===== config.mk =====
export PLATFORM = sky130hd
export DESIGN_NAME = grf_write_arbiter_flat
export DESIGN_NICKNAME = d
export VERILOG_FILES = /design/src/rtl/grf_write_arbiter_pkg.sv /design/src/rtl/grf_write_arbiter_if.sv /design/src/rtl/grf_write_arbiter_wq.sv /design/src/rtl/grf_write_arbiter.sv /design/src/flat_wrapper.sv
export SDC_FILE = /design/constraint.sdc
export NUM_CORES = 1
export LEC_CHECK = 0
export BUFFER_PORTS_ARGS = -buffer_cell sky130_fd_sc_hd__buf_4
export CORE_ASPECT_RATIO = 1.1
export CORE_MARGIN = 8
export CORE_UTILIZATION = 55
export DETAILED_ROUTE_END_ITERATION = 6
export PLACE_DENSITY = 0.88
export SETUP_SLACK_MARGIN = 0.2
export SYNTH_ARGS = -nofsm -noshare
export SYNTH_HDL_FRONTEND = slang
export SYNTH_SLANG_ARGS = --single-unit

===== constraint.sdc =====
create_clock -name clk -period 11.92 [get_ports clk]
set_input_delay 2.384 -clock clk [delete_from_list [all_inputs] [get_ports clk]]
set_output_delay 2.384 -clock clk [all_outputs]
set_load 0.03 [all_outputs]

===== src/rtl/grf_write_arbiter_pkg.sv =====
// Shared types and defaults for the GRF write-port arbiter and its MDU result queue.
// Optional build macro GRF_TRACE_EN (used by the top) enables a commit trace in simulation.
package grf_arb_pkg;

  localparam int DEF_DEPTH      = 2;
  localparam int DEF_STARVE_MAX = 4;

  typedef enum logic [1:0] {
    SRC_NONE = 2'd0,
    SRC_WB   = 2'd1,
    SRC_MD   = 2'd2
  } src_t;

  typedef struct packed {
    logic [31:0] pc;
    logic [4:0]  addr;
    logic [31:0] data;
  } wq_entry_t;

endpackage


===== src/rtl/grf_write_arbiter_if.sv =====
// Bundle of writeback, MDU, GRF-port and hazard-unit signals around the GRF write arbiter.
// The arbiter uses the slave view; the surrounding pipeline uses the master view.
interface grf_write_arbiter_if;

  logic        wb_we;
  logic [4:0]  wb_addr;
  logic [31:0] wb_data;
  logic [31:0] wb_pc;

  logic        md_valid;
  logic        md_ready;
  logic [4:0]  md_addr;
  logic [31:0] md_data;
  logic [31:0] md_pc;

  logic        md_issue;
  logic [4:0]  md_issue_addr;

  logic        grf_we;
  logic [4:0]  grf_a3;
  logic [31:0] grf_wd;
  logic [31:0] grf_pc;

  logic [31:0] pending;
  logic        md_urgent;
  logic        waw_err;

  modport master (
    output wb_we, wb_addr, wb_data, wb_pc,
    output md_valid, md_addr, md_data, md_pc,
    output md_issue, md_issue_addr,
    input  md_ready,
    input  grf_we, grf_a3, grf_wd, grf_pc,
    input  pending, md_urgent, waw_err
  );

  modport slave (
    input  wb_we, wb_addr, wb_data, wb_pc,
    input  md_valid, md_addr, md_data, md_pc,
    input  md_issue, md_issue_addr,
    output md_ready,
    output grf_we, grf_a3, grf_wd, grf_pc,
    output pending, md_urgent, waw_err
  );

endinterface


===== src/rtl/grf_write_arbiter_wq.sv =====
// grf_wq: DEPTH-entry synchronous FIFO holding MDU results until they win the GRF port.
// Head is read combinationally so an entry pushed at one edge can be granted the next cycle.
import grf_arb_pkg::*;

module grf_wq #(
  parameter int DEPTH = DEF_DEPTH
) (
  input  logic      clk,
  input  logic      reset,
  input  logic      push,
  input  logic      pop,
  input  wq_entry_t din,
  output logic      full,
  output logic      empty,
  output wq_entry_t head
);

  localparam int AW = $clog2(DEPTH);
  localparam logic [AW:0] PTR_ONE = {{AW{1'b0}}, 1'b1};

  wq_entry_t   mem [DEPTH];
  logic [AW:0] wr_ptr_reg;
  logic [AW:0] rd_ptr_reg;
  logic        do_push;
  logic        do_pop;

  // Extra MSB distinguishes full from empty when the index bits match.
  assign full    = (wr_ptr_reg[AW] != rd_ptr_reg[AW]) &&
                   (wr_ptr_reg[AW-1:0] == rd_ptr_reg[AW-1:0]);
  assign empty   = (wr_ptr_reg == rd_ptr_reg);
  assign do_push = push && !full;
  assign do_pop  = pop && !empty;
  assign head    = mem[rd_ptr_reg[AW-1:0]];

  always_ff @(posedge clk) begin
    if (reset) begin
      wr_ptr_reg <= '0;
      rd_ptr_reg <= '0;
    end else begin
      if (do_push) wr_ptr_reg <= wr_ptr_reg + PTR_ONE;
      if (do_pop)  rd_ptr_reg <= rd_ptr_reg + PTR_ONE;
    end
  end

  always_ff @(posedge clk) begin
    if (do_push) mem[wr_ptr_reg[AW-1:0]] <= din;
  end

endmodule


===== src/rtl/grf_write_arbiter.sv =====
// Shares the single GRF write port between writeback (priority) and queued MDU results,
// with a starvation escape, a pending-destination scoreboard and a sticky WAW flag. Macro: GRF_TRACE_EN.
import grf_arb_pkg::*;

module grf_write_arbiter #(
  parameter int DEPTH      = DEF_DEPTH,
  parameter int STARVE_MAX = DEF_STARVE_MAX
) (
  input logic           clk,
  input logic           reset,
  grf_write_arbiter_if.slave bus
);

  localparam logic [3:0] STARVE_LIM = 4'(STARVE_MAX - 1);

  wq_entry_t   push_entry;
  wq_entry_t   head;
  logic        full;
  logic        empty;
  logic        head_valid;
  logic        push;
  logic        pop;
  logic        wb_req;
  src_t        src;

  logic [3:0]  starve_reg;
  logic [3:0]  starve_next;
  logic        urgent_reg;
  logic        urgent_next;
  logic [31:0] pending_reg;
  logic [31:0] pending_next;
  logic        waw_reg;
  logic        waw_next;

  assign push_entry  = '{pc: bus.md_pc, addr: bus.md_addr, data: bus.md_data};
  assign bus.md_ready = !full && !reset;
  assign push        = bus.md_valid && bus.md_ready;
  assign head_valid  = !empty;
  assign wb_req      = bus.wb_we && (bus.wb_addr != 5'd0);

  grf_wq #(.DEPTH(DEPTH)) u_wq (
    .clk   (clk),
    .reset (reset),
    .push  (push),
    .pop   (pop),
    .din   (push_entry),
    .full  (full),
    .empty (empty),
    .head  (head)
  );

  // A forced MDU grant overrides writeback; the pipeline re-presents the held W write.
  always_comb begin
    src = SRC_NONE;
    if (!reset) begin
      if (urgent_reg && head_valid) src = SRC_MD;
      else if (wb_req)              src = SRC_WB;
      else if (head_valid)          src = SRC_MD;
    end
  end

  always_comb begin
    bus.grf_we = 1'b0;
    bus.grf_a3 = 5'd0;
    bus.grf_wd = 32'd0;
    bus.grf_pc = 32'd0;
    pop        = 1'b0;
    unique case (src)
      SRC_WB: begin
        bus.grf_we = 1'b1;
        bus.grf_a3 = bus.wb_addr;
        bus.grf_wd = bus.wb_data;
        bus.grf_pc = bus.wb_pc;
      end
      SRC_MD: begin
        // Entries for $0 still drain in order but never write the register file.
        bus.grf_we = (head.addr != 5'd0);
        bus.grf_a3 = head.addr;
        bus.grf_wd = head.data;
        bus.grf_pc = head.pc;
        pop        = 1'b1;
      end
      default: ;
    endcase
  end

  always_comb begin
    starve_next = starve_reg;
    urgent_next = 1'b0;
    if (!head_valid || (src == SRC_MD)) begin
      starve_next = 4'd0;
    end else begin
      if (starve_reg != 4'hF) starve_next = starve_reg + 4'd1;
      urgent_next = (starve_reg == STARVE_LIM);
    end
  end

  // Per-register scoreboard bit: an issue in the same cycle as the retiring grant wins.
  for (genvar gi = 0; gi < 32; gi++) begin : g_pend
    localparam logic [4:0] IDX = 5'(gi);
    logic set_bit;
    logic clr_bit;
    assign set_bit = (IDX != 5'd0) && bus.md_issue && (bus.md_issue_addr == IDX);
    assign clr_bit = (src == SRC_MD) && (head.addr == IDX);
    assign pending_next[gi] = set_bit || (pending_reg[gi] && !clr_bit);
  end

  assign waw_next = waw_reg || (wb_req && pending_reg[bus.wb_addr]);

  always_ff @(posedge clk) begin
    if (reset) begin
      starve_reg  <= 4'd0;
      urgent_reg  <= 1'b0;
      pending_reg <= 32'd0;
      waw_reg     <= 1'b0;
    end else begin
      starve_reg  <= starve_next;
      urgent_reg  <= urgent_next;
      pending_reg <= pending_next;
      waw_reg     <= waw_next;
    end
  end

  assign bus.pending   = pending_reg;
  assign bus.md_urgent = urgent_reg;
  assign bus.waw_err   = waw_reg;

`ifdef GRF_TRACE_EN
  always_ff @(posedge clk) begin
    if (!reset && bus.grf_we)
      $display("@%h: $%d <= %h", bus.grf_pc, bus.grf_a3, bus.grf_wd);
  end
`endif

endmodule

===== src/flat_wrapper.sv =====
// flat-port wrapper written by rule: the top's interface ports become plain ports
module grf_write_arbiter_flat 
#(
  parameter int DEPTH      = DEF_DEPTH,
  parameter int STARVE_MAX = DEF_STARVE_MAX
)
  (clk, reset, bus_wb_we, bus_wb_addr, bus_wb_data, bus_wb_pc, bus_md_valid, bus_md_addr, bus_md_data, bus_md_pc, bus_md_issue, bus_md_issue_addr, bus_md_ready, bus_grf_we, bus_grf_a3, bus_grf_wd, bus_grf_pc, bus_pending, bus_md_urgent, bus_waw_err);
  grf_write_arbiter_if bus_i ();
  input logic clk;
  input logic reset;
  input wire logic [$bits(bus_i.wb_we)-1:0] bus_wb_we;
  input wire logic [$bits(bus_i.wb_addr)-1:0] bus_wb_addr;
  input wire logic [$bits(bus_i.wb_data)-1:0] bus_wb_data;
  input wire logic [$bits(bus_i.wb_pc)-1:0] bus_wb_pc;
  input wire logic [$bits(bus_i.md_valid)-1:0] bus_md_valid;
  input wire logic [$bits(bus_i.md_addr)-1:0] bus_md_addr;
  input wire logic [$bits(bus_i.md_data)-1:0] bus_md_data;
  input wire logic [$bits(bus_i.md_pc)-1:0] bus_md_pc;
  input wire logic [$bits(bus_i.md_issue)-1:0] bus_md_issue;
  input wire logic [$bits(bus_i.md_issue_addr)-1:0] bus_md_issue_addr;
  output wire logic [$bits(bus_i.md_ready)-1:0] bus_md_ready;
  output wire logic [$bits(bus_i.grf_we)-1:0] bus_grf_we;
  output wire logic [$bits(bus_i.grf_a3)-1:0] bus_grf_a3;
  output wire logic [$bits(bus_i.grf_wd)-1:0] bus_grf_wd;
  output wire logic [$bits(bus_i.grf_pc)-1:0] bus_grf_pc;
  output wire logic [$bits(bus_i.pending)-1:0] bus_pending;
  output wire logic [$bits(bus_i.md_urgent)-1:0] bus_md_urgent;
  output wire logic [$bits(bus_i.waw_err)-1:0] bus_waw_err;
  assign bus_i.wb_we = bus_wb_we;
  assign bus_i.wb_addr = bus_wb_addr;
  assign bus_i.wb_data = bus_wb_data;
  assign bus_i.wb_pc = bus_wb_pc;
  assign bus_i.md_valid = bus_md_valid;
  assign bus_i.md_addr = bus_md_addr;
  assign bus_i.md_data = bus_md_data;
  assign bus_i.md_pc = bus_md_pc;
  assign bus_i.md_issue = bus_md_issue;
  assign bus_i.md_issue_addr = bus_md_issue_addr;
  assign bus_md_ready = bus_i.md_ready;
  assign bus_grf_we = bus_i.grf_we;
  assign bus_grf_a3 = bus_i.grf_a3;
  assign bus_grf_wd = bus_i.grf_wd;
  assign bus_grf_pc = bus_i.grf_pc;
  assign bus_pending = bus_i.pending;
  assign bus_md_urgent = bus_i.md_urgent;
  assign bus_waw_err = bus_i.waw_err;
  grf_write_arbiter #(.DEPTH(DEPTH), .STARVE_MAX(STARVE_MAX)) u_core (.clk(clk), .reset(reset), .bus(bus_i));
endmodule

==> impl_results.md, run 1 <==
- DIE WIDTH: between 100 and 150 um
- Final setup fails: 0
- Register area share after synthesis: 0.613
- Synthesis Warnings: 0
- Library cells used by synthesis: between 40 and 50
- Slew @ Worst Pin: 983 ps
- Post-CTS Hold Fix Bufs: 0
- Core area: 14400 um2
- PD cells: 132 nW/um2
- Setup TNS: 0 ps
- Critical path fanouts, max: 44
- Hold Path Cell Cnt: 2
- FF+latch count, synth: 181
- CTS H-tree depth: 4
- Postcts setup bufs: 0
- Hold_sp: u_core.bus.pending[23]$_SDFF_PP0_
- Setup crit end: bus_grf_wd[2]
- Setup Skew: 7.83 ps
- Via Count: between 6000 and 7000
- Global route hottest layer: met2
- Met1 Track Usage GR: 0.262
- Number of flops mapped to enable cells by yosys: 138
- Nets: 1037
- Leakage power: 0.00404 uW
- Final hold violation count: 0
- Global routing usage on met3: 0.0869
- RSZ-0062 raised after global routing: no
- Net Count, Synth: 805
- Pwr Total: 1410 uW
- Pins Over Slew Limit: 0
- Run status: complete, no violations
- First-pass GRT wire length: 35.0 mm
- Worst IR Drop VDD: 117 uV
- HP Class: flop to flop
- Die Ht: 144 um
- Gate Count Post-Synth: 653
- Placed insts: 1058
- Largest net degree at the start of global routing: 71
- Non-Filler Instances: between 1000 and 1500
- Max-capacitance violation count: 0
- Design area: 10700 um2
- Dpl cell area: about 10000 um2
- TritonCTS clock tree: done
- Port bufs: about 250
- Tmin final: 7430 ps
- Post-route clock period utilization: 0.623
- Most common cell after layout, fill and taps aside: buf_4
- Proportion of layout cells with a drive suffix above 1: 0.413
- Worst Setup SP: reset
- Dominant synthesized flop cell: edfxtp_1
- Worst skew pair latency: 420 ps
- CTS root buf: clkbuf_16
- Rows: 46
- Total track usage: 0.238
- Most frequent cells in the layout: buf_4 (257), edfxtp_1 (138), nor2_1 (93), mux2_2 (74), a22oi_1 (69)
- Clk pin slew, worst setup/hold paths: 60 ps
- CP arrival: 5050 ps
- Syn-to-layout area delta: 31.6%
- Resized cells post-CTS: 0
- Max reg flops: 138
- Setup crit end kind: primary output
- Crit Path Category: primary input to primary output
- Initial antenna violation count: 0
- FF-to-FF path depth: 8
- 1st-iter DRT viols: about 570
- Data required, critical path: around 9500 ps
- Remaining Overflow, GRT: 0
- Worst slew margin: 0.345
- Syn avg cell area: about 13 um2
- I/O pin total: 253
- Antenna cells: 0
- Worst r2r src: u_core.u_wq.wr_ptr_reg[1]$_SDFFE_PP0P_
- DR DRC count: 0
- R2R setup slack: 9060 ps
- Vias in the first global route: 6620
- Post-DRT Antenna Nets: 0
- Synth async-reset ratio: 0
- Clock sink total: 181
- Worst hold slack: 493 ps
- Mapped Area: 8170 um2
- GR Util met2: 0.406
- Starting Density: 0.565
- Critical R2R Capture: u_core.bus.pending[27]$_SDFF_PP0_
- DPL Wire Length: 16.6 mm
- GP Congestion: 0.929
- Full die area: 19000 um2
- Max Freq: 135 MHz
- Bufs on Longest Clock Path: 2
- Final WL: around 23 mm
- CTS buffer count: 17
- Setup crit start kind: primary input
- DRT Pass-1 Iters: 6
- Vias/cell: 5.91
- Wirelength per Cell: about 21 um
==> layer usage <==
metal | vias to the layer above | wire, um | share of wire
li1 | 2931 | - | -
met1 | 3084 | 8580 | 0.37
met2 | 382 | 11800 | 0.51
met3 | 48 | 2330 | 0.10
met4 | 0 | 620 | 0.027
met5 | - | 0 | 0
==> cell type report <==
type                       count  area, um2
sequential                   181       5010
clock buffer                  18        429
fill                         920       3700
tap                          192        240
timing repair buffer         257       1930
clock inverter                14        150
multi-input combinational    422       2970
inverter                       6       22.5
==> how the worst min path moves through the flow <==
stage | to | slack [ps]
after CTS | u_core.bus.pending[23]$_SDFF_PP0_ | 490
after global routing | u_core.bus.pending[23]$_SDFF_PP0_ | 510
after global placement | u_core.bus.pending[3]$_SDFF_PP0_ | 470
final | u_core.bus.pending[23]$_SDFF_PP0_ | 490
after floorplan | u_core.bus.md_urgent$_SDFF_PP0_ | 460
after detailed placement | u_core.bus.pending[23]$_SDFF_PP0_ | 480
==> critical path: stages <==
cell and delay, ps:
buf_4 390, and2b_2 310, and3_1 200, inv_1 90
ha_2 610, buf_4 480, a22oi_1 150, nor2_1 190
buf_4 200
==> power by group <==
group	switching, uW	total [uW]	internal, uW
Clock	237	547	310
Sequential	7.75	708	701
Combinational	89.3	159	69.3
==> stage by stage <==
stage               utilization  setup slack (ps)
floorplan                     -              4540
global placement          0.704              4710
detailed placement        0.704              4550
CTS                       0.744              4510
global route              0.744              4340
finish                    0.744              4490
==> cell usage after synthesis, types with 2 or more instances <==
master | n | share of area
and3b_1 | 7 | 0.0075
xnor2_1 | 4 | 0.0043
buf_1 | 8 | 0.0037
and3_1 | 2 | 0.0015
nor2b_1 | 3 | 0.0023
edfxtp_1 | 138 | 0.51
nand2b_1 | 4 | 0.0031
nand3_1 | 3 | 0.0018
o211ai_1 | 7 | 0.0064
a22oi_1 | 69 | 0.063
o31ai_1 | 12 | 0.011
nor3_1 | 6 | 0.0037
nand4_1 | 2 | 0.0015
nor2_1 | 93 | 0.043
nand2_1 | 36 | 0.017
mux2i_1 | 7 | 0.0086
and2_1 | 3 | 0.0023
mux2_2 | 74 | 0.10
xor2_1 | 3 | 0.0032
o21ai_0 | 23 | 0.014
nor3b_1 | 6 | 0.0055
buf_6 | 2 | 0.0028
buf_2 | 8 | 0.0049
dfxtp_1 | 43 | 0.11
clkbuf_1 | 26 | 0.012
a21oi_1 | 35 | 0.021
ha_1 | 4 | 0.0061
mux4_1 | 4 | 0.013
inv_1 | 6 | 0.0028
nand3b_1 | 3 | 0.0028
a31oi_1 | 2 | 0.0015
==> cell families after synthesis <==
family / share of synthesized area
DFF: 0.613
AOI/OAI and AO/OA: 0.124
xor gates and xnor gates: 0.00950
adders and majority gates: 0.00613
muxes: 0.126
buffers and inverters: 0.0260
and+or+nand+nor: 0.0950
Note: power is estimated with default switching activity, not from simulation.
==> run 2, diff against run 1 <==
Settings changed: CORE_UTILIZATION 55 to 47, PLACE_DENSITY 0.88 to 0.8.
Clock period 11.92 ns to 6.1 ns, I/O delays scaled along.
==> run 2 against run 1 <==
Compared with the run above: global-route usage fell by 4.2 points; clock-buffer cell count shrank 1; sequential cell count is the same; sequential share of layout area shrank 0.38 points; clock skew grew 5.3 ps; final area grew 0.82%; combinational power is 91% higher; largest cell class unchanged; first-iteration DRC count down 14%; setup slack lost 3200 ps; wire length down 6.1%; clock power rose by 100%; die area rose by 15%.
==> impl_results.md, run 2 (synthesized netlist as in run 1, its figures left out) <==
- Run status: complete, no violations
- Most frequent cells in the layout: buf_4 (259), edfxtp_1 (138), nor2_1 (93), mux2_2 (74), a22oi_1 (69)
- Multi-input logic area: 2970 um2 (unchanged)
- Antenna cells: 0 (unchanged)
- PD cells: 259 nW/um2 (+97%)
- Nets: 1039 (+0.19%)
- Clock sink total: 181 (unchanged)
- Via Count: 6163 (-4.4%)
- Max-capacitance violation count: 0 (unchanged)
- Layout fillers: 1339 (+46%)
- Most common cell after layout, fill and taps aside: buf_4
- Bufs on Longest Clock Path: 2 (unchanged)
- Data required, critical path: 4880 ps (-4660 ps)
- First-pass GRT wire length: 33.4 mm (-4.6%)
- Final setup fails: 0 (unchanged)
- CP arrival: 3570 ps (-1480 ps)
- Dpl cell area: 10200 um2 (+0.66%)
- Port bufs: 252 (unchanged)
- Metal-1 WL: 8.62 mm (+0.42%)
- Worst path most repeated cell: buf_4
- Setup TNS: 0 ps (unchanged)
- Full die area: 21900 um2 (+15%)
- CP max-delay cell: ha_2
- Routed length on met3: 1.80 mm (-23%)
- Post-CTS Hold Fix Bufs: 0 (unchanged)
- DRT Pass-1 Iters: 5 (-1)
- DIE WIDTH: 142 um (+7.2%)
- Placed insts: 1102 (+4.2%)
- Non-Filler Instances: 1133 (+3.9%)
- Top layer used by detailed routing: met4
- Die Ht: 154 um (+7.3%)
- Worst IR Drop VDD: 166 uV (+42%)
- Worst skew pair latency: 420 ps (about the same)
- Clk pin slew, worst setup/hold paths: 70 ps (about the same)
- Max reg flops: 138 (unchanged)
- Largest net degree at the start of global routing: 71 (unchanged)
- Crit Path Category: primary input to primary output
- Postcts setup bufs: 0 (unchanged)
- RSZ-0062 raised after global routing: no
- CTS root buf: clkbuf_16
- Critical path fanouts, max: 45 (+2.3%)
- Total track usage: 0.196 (-0.0415)
- Vias/cell: 5.44 (-8.0%)
- HP Class: flop to flop
- Setup crit end kind: primary output
- Cells along the critical path: buf_4 > and2b_2 > and3_1 > ha_2 > buf_4 > a22oi_1 > nor2_1 > buf_4
- GP Congestion: 0.903 (-2.8%)
- Leakage power: 0.00407 uW (+0.66%)
- CTS H-tree depth: 4 (unchanged)
- Syn-to-layout area delta: 32.7%
- Worst slew margin: 0.352 (+0.00706)
- Max Freq: 209 MHz
- Core area: 17000 um2 (+18%)
- 1st-iter DRT viols: 485 (-14%)
- Vias in the first global route: 6216 (-6.1%)
- Crit-path max cell delay: 570 ps (-40 ps)
- Starting Density: 0.480 (-0.0854)
- Wirelength per Cell: 19.3 um (-9.7%)
- CTS buffer count: 17 (unchanged)
- Register area: 5010 um2 (unchanged)
- TritonCTS clock tree: done
- Initial antenna violation count: 0 (unchanged)
- I/O pin total: 253 (unchanged)
- Post-DRT Antenna Nets: 0 (unchanged)
- Met2 routed WL: 11.1 mm (-6.2%)
- Proportion of layout cells with a drive suffix above 1: 0.415 (+0.00177)
- Setup Skew: 13.2 ps (+5.33 ps)
- Design area: 10800 um2 (+0.82%)
- Remaining Overflow, GRT: 0 (unchanged)
- DPL Wire Length: 15.7 mm (-5.7%)
- Rows: 50 (+8.7%)
- Final hold violation count: 0 (unchanged)
- Layout Utilization: 0.637 (-0.107)
- Final WL: 21.9 mm (-6.1%)
- Post-route clock period utilization: 0.785
- DR DRC count: 0 (unchanged)
- Tmin final: 4790 ps
- Pins Over Slew Limit: 0 (unchanged)
- Slew @ Worst Pin: 972 ps (-10.6 ps)
- Resized cells post-CTS: 0 (unchanged)
- Setup crit start kind: primary input
-- run 2: cell types whose count changed in the layout (fill, tap and decap cells not counted) --
cell        delta
buf_4          +2
bufinv_16      +1
clkbuf_1       -1
clkinv_4       +1
clkinvlp_4     -2
-- run 2: worst max-delay path, delay by kind of cell --
kind / cells / cell delay (ps)
compound gates: 1 / 170
fa+ha+maj: 1 / 570
buf+inv: 3 / 950
simple gates: 3 / 640
-- run 2: layout make-up --
class,instances,area share
flip-flops and latches,181,0.462
inverters,6,0.00208
multi-input cells,422,0.274
well taps,234,0.0270
clock inverters,14,0.0161
clock buffers,17,0.0393
repair buffers,259,0.179
-- run 2: worst paths after layout --
check                                                             from                                 to  slack [ps]  cells after the start
worst max-delay path                                             reset                      bus_grf_pc[1]        1310                      8
worst min register to register       u_core.bus.pending[31]$_SDFF_PP0_  u_core.bus.pending[31]$_SDFF_PP0_         480                      2
worst max register to register  u_core.u_wq.wr_ptr_reg[1]$_SDFFE_PP0P_  u_core.bus.pending[24]$_SDFF_PP0_        3360                      8
worst min-delay path                 u_core.bus.pending[31]$_SDFF_PP0_  u_core.bus.pending[31]$_SDFF_PP0_         480                      2
-- run 2: metal layers --
layer  vias up  track usage
met5         -            0
met4         0       0.0748
met3        30       0.0671
met2       276        0.327
met1      2929        0.229
li1       2928            -
-- run 2: report_power, final --
group	switching (uW)	internal [uW]
registers	14.7	1370
clock network	471	647
logic	168	136
total	654	2150
-- run 2: metrics by stage --
step	worst slack, ps	total power (uW)	hold slack, ps
global placement	1410	1710	469
detailed placement	1330	1720	478
CTS	1310	2820	488
floorplan	1520	1570	464
finish	1310	2810	485
global route	1110	2900	515
==> run 3, diff against run 2 <==
Settings changed: CORE_UTILIZATION 47 to 52, PLACE_DENSITY 0.8 to 0.84.
Clock period 6.1 ns to 5 ns, I/O delays scaled along.
==> run 3 against run 2 <==
Compared with the run above: combinational power is 22% higher; utilization grew 5.5 points; register-to-register slack got worse by 1000 ps; clock skew barely moved; critical path type unchanged; critical endpoint is now bus_grf_pc[13]; highest routed layer unchanged.
==> impl_results.md, run 3 (synthesized netlist as in run 1, its figures left out) <==
- Run status: complete, no violations
- CP arrival: 3340 ps (-230 ps)
- Most common cell after layout, fill and taps aside: buf_4
- Post-DRT Antenna Nets: 0 (unchanged)
- Leakage power: 0.00406 uW (-0.10%)
- HP Class: flop to flop
- Vias in the first global route: 6472 (+4.1%)
- Post-route clock period utilization: 0.868
- Data required, critical path: 4000 ps (-880 ps)
- Total track usage: 0.217 (+0.0214)
- RSZ-0062 raised after global routing: no
- Worst IR Drop VDD: 218 uV (+31%)
- Wirelength per Cell: 20.0 um (+3.2%)
- Final WL: 22.0 mm (+0.30%)
- CTS root buf: clkbuf_16
- DPL Wire Length: 16.0 mm (+2.3%)
- Clock sink total: 181 (unchanged)
- Critical R2R Capture: u_core.bus.pending[27]$_SDFF_PP0_
- NetSw: 796 uW (+22%)
- Remaining Overflow, GRT: 0 (unchanged)
- R2R setup slack: 2320 ps (-1040 ps)
- GP Congestion: 0.881 (-2.5%)
- Final hold violation count: 0 (unchanged)
- Antenna cells: 0 (unchanged)
- Port bufs: 252 (unchanged)
- Max-capacitance violation count: 0 (unchanged)
- Via Count: 6306 (+2.3%)
- Worst Hold End: u_core.bus.pending[31]$_SDFF_PP0_
- Non-Filler Instances: 1101 (-2.8%)
- Hold_sp: u_core.bus.pending[31]$_SDFF_PP0_
- Vias/cell: 5.73 (+5.3%)
- Switching Share: 0.239 (+0.00645)
- DIE WIDTH: 135 um (-4.4%)
- First-pass GRT wire length: 33.7 mm (+0.97%)
- Resized cells post-CTS: 0 (unchanged)
- Die Ht: 147 um (-4.4%)
- Register area: 5010 um2 (unchanged)
- Internal: 2530 uW (+18%)
- Most frequent cells in the layout: buf_4 (259), edfxtp_1 (138), nor2_1 (93), mux2_2 (74), a22oi_1 (69)
- Multi-input logic area: 2970 um2 (unchanged)
- Bufs on Longest Clock Path: 2 (unchanged)
- Hold Path Cell Cnt: 2 (unchanged)
- Worst Path Buf+Inv: 4 (+1)
- Crit Path Category: primary input to primary output
- Max reg flops: 138 (unchanged)
- Core area: 15600 um2 (-8.6%)
- Post-CTS Hold Fix Bufs: 0 (unchanged)
- Comb power frac: 0.112 (+0.004)
- Setup crit start kind: primary input
- Postcts setup bufs: 0 (unchanged)
- Pins Over Slew Limit: 0 (unchanged)
- CP delay by family, top: buffers and inverters
- Starting Density: 0.525 (+0.0451)
- CTS buffer count: 17 (unchanged)
- Layout Utilization: 0.692 (+0.0555)
- DR DRC count: 0 (unchanged)
- Setup TNS: 0 ps (unchanged)
- DRT Pass-1 Iters: 7 (+2)
- TritonCTS clock tree: done
- PD cells: 309 nW/um2 (+19%)
- Max Freq: 231 MHz
- Worst skew pair latency: 430 ps (about the same)
- Pwr Total: 3330 uW (+19%)
- Worst r2r src: u_core.u_wq.rd_ptr_reg[1]$_SDFFE_PP0P_
- I/O pin total: 253 (unchanged)
- Worst path most repeated cell: buf_4
- Placed insts: 1069 (-3.0%)
- Clk pin slew, worst setup/hold paths: 70 ps (about the same)
- Proportion of layout cells with a drive suffix above 1: 0.415 (about the same)
- Worst slew margin: 0.332 (-0.0196)
- Power share of the sequential group: 0.508 (+0.015)
- 1st-iter DRT viols: 600 (+24%)
- Power share of the clock group: 0.380 (-0.019)
- Worst hold slack: 490 ps (+5.32 ps)
- Slew @ Worst Pin: 1000 ps (+29.4 ps)
- Final setup fails: 0 (unchanged)
- Cells along the critical path: buf_4 > and2b_2 > and3_1 > inv_1 > ha_2 > buf_4 > a22oi_1 > nor2_1 > buf_4
- Tmin final: ~4300 ps
- Largest net degree at the start of global routing: 71 (unchanged)
- Full die area: 20000 um2 (-8.6%)
- Syn-to-layout area delta: 31.9%
- CTS H-tree depth: 4 (unchanged)
- Setup crit end kind: primary output
- Initial antenna violation count: 0 (unchanged)
- Setup Skew: 12.7 ps (-0.480 ps)
- CP max-delay cell: ha_2
- Crit-path max cell delay: 550 ps (-20 ps)
- Rows: 48 (-4.0%)
- FF-to-FF path depth: 8 (unchanged)
- Nets: 1040 (+0.096%)
- Critical path fanouts, max: 44 (-2.2%)
- Layout fillers: 1112 (-17%)
## run 3: cell count changes in the layout (fill, tap and decap cells not counted)
cell	before	now
buf_12	0	1
bufinv_16	3	1
clkbuf_1	0	1
clkinv_2	1	3
clkinvlp_4	3	2
inv_6	4	5
## run 3: layout make-up
type                    instances  share of cell area
clock inverters                14              0.0116
multi-input cells             422               0.276
repair buffers                260               0.182
well taps                     200              0.0232
inverters                       6             0.00209
flip-flops and latches        181               0.465
clock buffers                  18              0.0399
## run 3: through the flow
stage                     worst slack [ps]  area [um2]
after floorplan                        855        8180
after global placement                 729       10200
after detailed placement               671       10200
after CTS                              658       10800
after global routing                   471       10800
final                                  662       10800
## run 3: routing by layer
| metal | up-vias | routed length [um] | part of all wire | GRT usage |
|---|---|---|---|---|
| li1 | 2942 | - | - | - |
| met1 | 2981 | 8080 | 0.37 | 0.242 |
| met2 | 329 | 10900 | 0.50 | 0.364 |
| met3 | 54 | 2250 | 0.10 | 0.0760 |
| met4 | 0 | 737 | 0.034 | 0.102 |
| met5 | - | 0 | 0 | 0 |
## run 3: worst max path at each step
stage / slack (ps) / endpoint / cells past startpoint / startpoint
floorplan: 860 / bus_grf_a3[3] / 10 / bus_wb_addr[1]
global placement: 730 / bus_grf_pc[13] / 9 / reset
detailed placement: 670 / bus_grf_pc[13] / 9 / reset
CTS: 660 / bus_grf_pc[13] / 9 / reset
global route: 470 / bus_grf_pc[13] / 9 / reset
finish: 660 / bus_grf_pc[13] / 9 / reset
## run 3: worst reg2reg max path, delay by kind of cell, from the launching register on
| kind | cells | cell delay, ps |
|---|---|---|
| simple gates | 2 | 460 |
| flops | 1 | 390 |
| compound gates | 3 | 780 |
| buf+inv | 1 | 90 |
| fa+ha+maj | 1 | 480 |
| xor+xnor | 1 | 340 |
## run 3: power groups by stage
stage	Clock, uW	Combinational, uW	Sequential, uW
detailed placement	0	372	1720
global route	1350	399	1690
finish	1260	372	1690
floorplan	0	190	1720
CTS	1280	373	1690
global placement	0	365	1720
